<file path="src/rtl/ucsbece154b_victim_pkg.sv">
// Shared types and helpers for the victim-cache refill controller and its bench.
package ucsbece154b_victim_pkg;

  // Widths of the default victim cache configuration.
  localparam int VC_ADDR_WIDTH = 56;
  localparam int VC_LINE_WIDTH = 128;

  // Controller FSM states.
  typedef enum logic [2:0] {
    S_IDLE     = 3'd0,
    S_PROBE    = 3'd1,
    S_MEM_REQ  = 3'd2,
    S_MEM_WAIT = 3'd3,
    S_RESP     = 3'd4
  } vrc_state_e;

  // Number of byte-offset bits inside one cache line.
  function automatic int OFFSET_WIDTH(input int line_width);
    return $clog2(line_width / 8);
  endfunction

  // One line transfer: address, payload and a qualifier.
  typedef struct packed {
    logic [VC_ADDR_WIDTH-1:0] addr;
    logic [VC_LINE_WIDTH-1:0] data;
    logic                     valid;
  } line_req_t;

endpackage

</file>
<file path="src/rtl/ucsbece154b_sat_counter.sv">
// Saturating up-counter with synchronous clear; holds at all-ones.
module ucsbece154b_sat_counter #(
  parameter int WIDTH = 32
) (
  input  logic             clk_i,
  input  logic             clr_i,
  input  logic             inc_i,
  output logic [WIDTH-1:0] count_o
);

  logic [WIDTH-1:0] r_count;

  // Count up on each increment request until every bit is set.
  always_ff @(posedge clk_i) begin
    if (clr_i) begin
      r_count <= '0;
    end else if (inc_i && (r_count != {WIDTH{1'b1}})) begin
      r_count <= r_count + {{(WIDTH-1){1'b0}}, 1'b1};
    end
  end

  assign count_o = r_count;

endmodule

</file>
<file path="src/rtl/ucsbece154b_victim_refill_ctrl.sv">
// L1 miss-side controller: probes the victim cache, writes the displaced line
// alongside the probe, and falls back to next-level memory on a victim miss.
module ucsbece154b_victim_refill_ctrl
  import ucsbece154b_victim_pkg::*;
#(
  parameter int ADDR_WIDTH = 56,
  parameter int LINE_WIDTH = 128,
  parameter int CNT_WIDTH  = 32
) (
  input  logic                  clk_i,
  input  logic                  rst_i,
  input  logic                  flush_i,
  input  logic                  miss_valid_i,
  output logic                  miss_ready_o,
  input  logic [ADDR_WIDTH-1:0] miss_addr_i,
  input  logic                  evict_valid_i,
  input  logic [ADDR_WIDTH-1:0] evict_addr_i,
  input  logic [LINE_WIDTH-1:0] evict_data_i,
  output logic                  refill_valid_o,
  input  logic                  refill_ready_i,
  output logic [LINE_WIDTH-1:0] refill_data_o,
  output logic                  refill_from_vc_o,
  output logic                  vc_en_o,
  output logic                  vc_flush_o,
  output logic [ADDR_WIDTH-1:0] vc_raddr_o,
  input  logic                  vc_hit_i,
  input  logic [LINE_WIDTH-1:0] vc_rdata_i,
  output logic                  vc_we_o,
  output logic [ADDR_WIDTH-1:0] vc_waddr_o,
  output logic [LINE_WIDTH-1:0] vc_wdata_o,
  output logic                  mem_req_valid_o,
  input  logic                  mem_req_ready_i,
  output logic [ADDR_WIDTH-1:0] mem_req_addr_o,
  input  logic                  mem_rsp_valid_i,
  input  logic [LINE_WIDTH-1:0] mem_rsp_data_i,
  output logic [CNT_WIDTH-1:0]  hit_count_o,
  output logic [CNT_WIDTH-1:0]  miss_count_o
);

  localparam int OFF_W = OFFSET_WIDTH(LINE_WIDTH);

  vrc_state_e            r_state;
  vrc_state_e            w_state_next;
  logic [ADDR_WIDTH-1:0] r_miss_addr;
  logic                  r_evict_valid;
  logic [ADDR_WIDTH-1:0] r_evict_addr;
  logic [LINE_WIDTH-1:0] r_evict_data;
  logic [LINE_WIDTH-1:0] r_line;
  logic                  r_from_vc;
  logic                  r_vc_en;
  logic                  w_accept;
  logic                  w_probe_hit;
  logic                  w_probe_miss;
  logic                  w_rsp_take;

  // State register.
  always_ff @(posedge clk_i) begin
    if (rst_i) r_state <= S_IDLE;
    else       r_state <= w_state_next;
  end

  // Next-state logic and handshake outputs.
  always_comb begin
    w_state_next    = r_state;
    miss_ready_o    = 1'b0;
    refill_valid_o  = 1'b0;
    vc_we_o         = 1'b0;
    mem_req_valid_o = 1'b0;
    w_accept        = 1'b0;
    w_probe_hit     = 1'b0;
    w_probe_miss    = 1'b0;
    w_rsp_take      = 1'b0;
    case (r_state)
      S_IDLE: begin
        miss_ready_o = 1'b1;
        if (miss_valid_i) begin
          w_accept     = 1'b1;
          w_state_next = S_PROBE;
        end
      end
      S_PROBE: begin
        // The victim write rides along with the probe; a flush wins over both.
        vc_we_o = r_evict_valid;
        if (vc_hit_i && !flush_i) begin
          w_probe_hit  = 1'b1;
          w_state_next = S_RESP;
        end else begin
          w_probe_miss = 1'b1;
          w_state_next = S_MEM_REQ;
        end
      end
      S_MEM_REQ: begin
        mem_req_valid_o = 1'b1;
        if (mem_req_ready_i) w_state_next = S_MEM_WAIT;
      end
      S_MEM_WAIT: begin
        if (mem_rsp_valid_i) begin
          w_rsp_take   = 1'b1;
          w_state_next = S_RESP;
        end
      end
      S_RESP: begin
        refill_valid_o = 1'b1;
        if (refill_ready_i) w_state_next = S_IDLE;
      end
      default: w_state_next = S_IDLE;
    endcase
  end

  // Latch the miss descriptor on accept and the refill line from its source.
  always_ff @(posedge clk_i) begin
    if (rst_i) begin
      r_miss_addr   <= '0;
      r_evict_valid <= 1'b0;
      r_evict_addr  <= '0;
      r_evict_data  <= '0;
      r_line        <= '0;
      r_from_vc     <= 1'b0;
    end else begin
      if (w_accept) begin
        r_miss_addr   <= miss_addr_i;
        r_evict_valid <= evict_valid_i;
        r_evict_addr  <= evict_addr_i;
        r_evict_data  <= evict_data_i;
      end
      if (w_probe_hit) begin
        r_line    <= vc_rdata_i;
        r_from_vc <= 1'b1;
      end else if (w_rsp_take) begin
        r_line    <= mem_rsp_data_i;
        r_from_vc <= 1'b0;
      end
    end
  end

  // Victim cache enable: a low enable wipes the cache, so it only drops in reset.
  always_ff @(posedge clk_i) begin
    r_vc_en <= !rst_i;
  end

  assign vc_en_o          = r_vc_en;
  assign vc_flush_o       = flush_i;
  assign vc_raddr_o       = r_miss_addr;
  assign vc_waddr_o       = r_evict_addr;
  assign vc_wdata_o       = r_evict_data;
  assign mem_req_addr_o   = {r_miss_addr[ADDR_WIDTH-1:OFF_W], {OFF_W{1'b0}}};
  assign refill_data_o    = r_line;
  assign refill_from_vc_o = r_from_vc;

  ucsbece154b_sat_counter #(.WIDTH(CNT_WIDTH)) u_hit_cnt (
    .clk_i   (clk_i),
    .clr_i   (rst_i),
    .inc_i   (w_probe_hit),
    .count_o (hit_count_o)
  );

  ucsbece154b_sat_counter #(.WIDTH(CNT_WIDTH)) u_miss_cnt (
    .clk_i   (clk_i),
    .clr_i   (rst_i),
    .inc_i   (w_probe_miss),
    .count_o (miss_count_o)
  );

endmodule

</file>
<file path="config.mk">
export PLATFORM = sky130hd
export DESIGN_NAME = ucsbece154b_victim_refill_ctrl
export DESIGN_NICKNAME = d
export VERILOG_FILES = /design/src/rtl/ucsbece154b_victim_pkg.sv /design/src/rtl/ucsbece154b_sat_counter.sv /design/src/rtl/ucsbece154b_victim_refill_ctrl.sv
export SDC_FILE = /design/constraint.sdc
export NUM_CORES = 1
export LEC_CHECK = 0
export ABC_AREA = 1
export BUFFER_PORTS_ARGS = -buffer_cell sky130_fd_sc_hd__clkbuf_2
export CAP_MARGIN = 20
export CORE_AREA = 2 2 393 395
export CTS_BUF_LIST = sky130_fd_sc_hd__clkbuf_2
export CTS_CLUSTER_SIZE = 12
export DETAILED_ROUTE_END_ITERATION = 8
export DIE_AREA = 0 0 395 397
export PLACE_DENSITY = 0.3
export SYNTH_ARGS = -nofsm -noshare
export SYNTH_HDL_FRONTEND = slang
export SYNTH_SLANG_ARGS = --single-unit
</file>
<file path="constraint.sdc">
create_clock -name clk_i -period 1.65 [get_ports clk_i]
set_input_delay 0 -clock clk_i [delete_from_list [all_inputs] [get_ports clk_i]]
set_output_delay 0 -clock clk_i [all_outputs]
set_load 0.005 [all_outputs]
</file>
==> flow_summary.rst, run 1 <==
.. list-table::
   :header-rows: 1

   * - Metric
     - Value
   * - Fraction of synthesized cell area in xor and xnor cells
     - 0.002382
   * - Dominant cells by area after synthesis
     - dfxtp_1 48%, nand2_1 14%, nand3_1 8.9%, a21oi_1 7.9%, a31oi_1 4.5%
   * - Outcome
     - stopped before the end
   * - Count of input and output buffers
     - 995
   * - Top Ports
     - 1,000
   * - Proportion of synthesized chip area in sequential cells
     - 0.4769
   * - Post-synthesis instance area
     - 18,390 sq um
   * - Height of the die
     - 397 um
   * - Number of buffers created by CTS
     - 150
   * - Exit stage
     - clock tree synthesis (4_1_cts)
   * - Cell accounting for the most synthesized area
     - dfxtp_1
   * - Yosys warning count
     - 0
   * - Combinational family with the most area after synthesis
     - simple AND/OR/NAND/NOR gates
   * - Gate count of the mapped netlist
     - 2,520
   * - Number of synthesized register bits
     - 438
   * - Number of resized instances in the post-cts repair step
     - 866
   * - Post-synthesis share of cell area spent on and, or, nand and nor gates
     - 0.2752
   * - Detailed Place HPWL
     - 91,050 um
   * - Mux contribution to synthesized area
     - 0
   * - Compound-cell area share of the yosys netlist
     - 0.1592
   * - Buffer type at the clock tree root
     - clkbuf_2
   * - Synthesized area divided by synthesized cell count
     - 7.296 sq um
   * - CTS H-Tree Depth
     - 4
   * - Clock net sink count
     - 438
   * - Proportion of netlist area held by the largest area contributor
     - 0.4769
   * - Max Buffers Root-to-Sink
     - 3
   * - Number of buffers inserted by hold repair at cts
     - 1,191
   * - Row Count
     - 144
   * - Synth cell types
     - 32
   * - Total placed instance area
     - 27,030 sq um
   * - Weighted congestion reported at the end of routability-driven placement
     - 0.8282
   * - Buffers inserted by post-CTS timing repair
     - 142
   * - Adder and majority gate portion of the synthesized area
     - 0.001361
   * - Horiz. Die Dim
     - 395 um
   * - Initial Util
     - 0.1202
   * - Error
     - [ERROR RSZ-0060] Max buffer count reached.
[cell families after synthesis]
kind of cell	after synthesis
simple gates	1207
compound gates	552
flops	438
buf+inv	315
xor+xnor	5
fa+ha+maj	2
other cells	1
[Yosys cell counts]
cell type,count
o21ai_1,102
inv_1,62
conb_1,1
o21ai_0,29
inv_2,2
nand2_1,679
buf_1,4
nor2_4,2
buf_2,60
nand2_2,1
nand3b_1,5
ha_1,2
xor2_1,4
dfxtp_1,438
o22ai_1,1
xnor2_1,1
nand3_2,1
nand3_1,327
nand3b_4,1
nor2_2,8
a31oi_1,131
and3_1,1
or2_2,1
nor2_1,164
a21oi_1,289
nor3_1,5
clkbuf_1,110
buf_6,3
buf_4,73
inv_4,1
and2_1,3
nand4_1,9
[metrics by stage]
stage          worst slack [ns]  TNS, ns  hold slack, ns  instances
3_5_place_dp            -0.1318   -3.825          0.1918       5549
2_1_floorplan           0.02462        0         0.08082       2523
3_3_place_gp            -0.1394   -6.109          0.1927       5549
==> inputs of run 2 (changes only) <==
CORE_AREA = 2 2 394 396   (was 2 2 393 395)
CTS_BUF_LIST = not set   (was sky130_fd_sc_hd__clkbuf_2)
CTS_CLUSTER_SIZE = not set   (was 12)
DIE_AREA = 0 0 396 398   (was 0 0 395 397)
PLACE_DENSITY = not set   (was 0.3)
PLACE_DENSITY_LB_ADDON = 0.15   (was not set)
clock period = 2.1 ns   (was 1.65 ns; I/O delays follow)
==> flow_summary.rst, run 2 <==
.. list-table::
   :header-rows: 1

   * - Metric
     - Value
   * - Kind of end point of the critical path
     - flip-flop
   * - Ys flop type
     - dfxtp_1
   * - Clock net sink count
     - 438
   * - Combinational family with the most area after synthesis
     - simple AND/OR/NAND/NOR gates
   * - Max Buffers Root-to-Sink
     - 3
   * - Antenna violations before repair
     - 31
   * - Max Transition Viols Final
     - 0
   * - Layout Area Growth over Synthesis
     - 81.41%
   * - Post-synthesis instance area
     - 18,390 sq um
   * - Proportion of netlist area held by the largest area contributor
     - 0.4769
   * - Commonest non-fill, non-tap cells in the layout
     - 993 x clkbuf_2, 677 x nand2_1, 529 x dlygate4sd3_1
   * - Detailed Place HPWL
     - 83,080 um
   * - Synthesized area divided by synthesized cell count
     - 7.296 sq um
   * - Total placed instance area
     - 25,780 sq um
   * - Dominant cells by area after synthesis
     - dfxtp_1 48%, nand2_1 14%, nand3_1 8.9%, a21oi_1 7.9%, a31oi_1 4.5%
   * - Drt initial violations
     - 1,162
   * - Final net count
     - 4,467
   * - Height of the die
     - 398 um
   * - Outcome
     - finished, final reports clean
   * - Power density relative to cell area
     - 914.7 nW/um^2
   * - Number of synthesized register bits
     - 438
   * - Most common cell after layout, fill and taps aside
     - clkbuf_2
   * - Setup repair after global routing missed its margin
     - true
   * - Clock latency on the worst-skew pair
     - 0.69 ns
   * - Count of input and output buffers
     - 995
   * - Worst-path clk slew
     - 0.06 ns
   * - Top Ports
     - 1,000
   * - CTS H-Tree Depth
     - 2
   * - Vias in the first global route
     - 22.94k
   * - Total wirelength of the detailed-routed design
     - 111,500 um
   * - Critical path data arrival time
     - 2.52 ns
   * - Final-report setup violation count
     - 0
   * - Share of post-route cells with drive strength above 1
     - 0.3025
   * - Worst hold slack after final layout
     - 0.1074 ns
   * - HP Class
     - primary input to flip-flop
   * - Max capacitance violation total
     - 0
   * - Post-synthesis share of cell area spent on and, or, nand and nor gates
     - 0.2752
   * - Gate count of the mapped netlist
     - 2,520
   * - Maximum achievable frequency
     - 500.7 MHz
   * - Vias per inst
     - 3.766
   * - Yosys warning count
     - 0
   * - Post-synthesis async set-or-reset flop share
     - 0
   * - Compound-cell area share of the yosys netlist
     - 0.1592
   * - Critical-path maximum fanout
     - 4
   * - Buffer type at the clock tree root
     - clkbuf_16
   * - Row Count
     - 144
   * - Proportion of synthesized chip area in sequential cells
     - 0.4769
   * - Post-synth EDFFs
     - 0
   * - GR Overflow Total
     - 0
   * - Largest net degree at the start of global routing
     - 121
   * - Worst IR Drop VDD
     - 0.0006930 V
   * - Standard cell core area
     - 153,300 sq um
   * - Design area
     - 33,350 sq um
   * - Clock tree from TritonCTS
     - done
   * - Synth cell types
     - 32
   * - Average routed wire per standard cell
     - 18.39 um
   * - Fin Clk Skew
     - 0.05436 ns
   * - Number of endpoints with negative hold slack in the final report
     - 0
   * - Startpoint type of the worst setup path
     - flip-flop
   * - Period utilization
     - 0.9510
   * - Initial DRT Pass Iterations
     - 5
   * - First-pass GRT wire length
     - 157,600 um
   * - Horiz. Die Dim
     - 396 um
   * - Cell accounting for the most synthesized area
     - dfxtp_1
   * - Initial Util
     - 0.1199
   * - Weighted congestion reported at the end of routability-driven placement
     - 0.8086
   * - Worst slew margin
     - 0.4956
   * - Top cells by count, synth
     - 679 x nand2_1, 438 x dfxtp_1, 327 x nand3_1
   * - Detailed-route via count
     - 22.84k
   * - Fraction of synthesized cell area in xor and xnor cells
     - 0.002382
   * - Post-route DRC
     - 0
   * - Leakage
     - 14.55 nW
   * - Mux contribution to synthesized area
     - 0
   * - Global Route Usage Sum
     - 0.1330
   * - Slew @ Worst Pin
     - 0.7566 ns
   * - Number of buffers created by CTS
     - 61
   * - Minimum clock period
     - 1.997 ns
   * - Crit Path Class
     - flip-flop to flip-flop
   * - Critical path data required time
     - 2.62 ns
   * - Adder and majority gate portion of the synthesized area
     - 0.001361
   * - Area of the die
     - 157,600 sq um
   * - Most frequent cell after synthesis
     - nand2_1
   * - Residual antenna-violating net count after detailed routing
     - 0
run 2: area by class of cell:
class | instances | area (sq um)
fill | 17356 | 120000
timing repair buffer | 1622 | 11570
sequential | 438 | 8771
multi-input combinational | 1772 | 8157
tap | 2044 | 2557
clock buffer | 87 | 1734
inverter | 65 | 259.0
clock inverter | 19 | 257.7
antenna | 18 | 45.04
run 2: worst paths after layout:
kind / slack [ns] / end / startpoint / cells past startpoint
min reg2reg: 0.46 / vc_wdata_o[17] / vc_wdata_o[17] / 2
max: 0.10 / r_state[0] / r_state[2] / 6
max reg2reg: 0.10 / r_state[0] / r_state[2] / 6
min: 0.11 / vc_raddr_o[35] / miss_addr_i[35] / 4
run 2: logic make-up after synthesis:
logic type / Yosys count
XOR/XNOR: 5
buffers and inverters: 315
AND/OR/NAND/NOR: 1207
AO/OA/AOI/OAI: 552
flip-flops: 438
other: 1
adder cells (fa/ha/maj): 2
run 2: per-stage QoR:
| step | setup WS (ns) | setup TNS (ns) | utilization | power, mW | cells |
|---|---|---|---|---|---|
| 6_report | 0.1028 | 0 | 0.2175 | 30.51 | 6065 |
| 5_1_grt | -0.02301 | -0.08347 | 0.2175 | 32.36 | 6061 |
| 4_1_cts | 0.01478 | 0 | 0.2157 | 30.72 | 6036 |
| 3_5_place_dp | 0.1647 | 0 | 0.1682 | 18.86 | 5401 |
| 3_3_place_gp | 0.1706 | 0 | 0.1682 | 18.92 | 5401 |
| 2_1_floorplan | 0.4746 | 0 | - | 14.23 | 2523 |
run 2: repair_timing:
item	CTS	global route
endpoints found under the setup margin	1	29
pin swaps	0	2
gates resized for setup	2	13
endpoints found under the hold margin	382	0
hold buffers	529	0
gates cloned	0	6
setup buffers	0	5
run 2: worst max-delay path: stages (launching register included):
cell	delay (ns)
dfxtp_1	0.39
inv_1	0.10
nor3_1	0.41
nand2_1	0.22
nand3_1	0.13
a21oi_1	0.06
dlygate4sd3_1	0.56
run 2: power by group:
group	leakage, nW	switching (mW)	internal [mW]
registers	3.57	0.791	9.56
logic	10.0	5.39	4.19
clock network	0.969	4.49	6.09
run 2: layer usage:
metal / up-vias / GRT usage / wire length [um]
li1: 11343 / - / -
met1: 10688 / 0.1598 / 45960
met2: 618 / 0.2260 / 54430
met3: 164 / 0.03477 / 6629
met4: 26 / 0.05086 / 4331
met5: - / 0 / 161
Note: power is estimated with default switching activity, not from simulation.
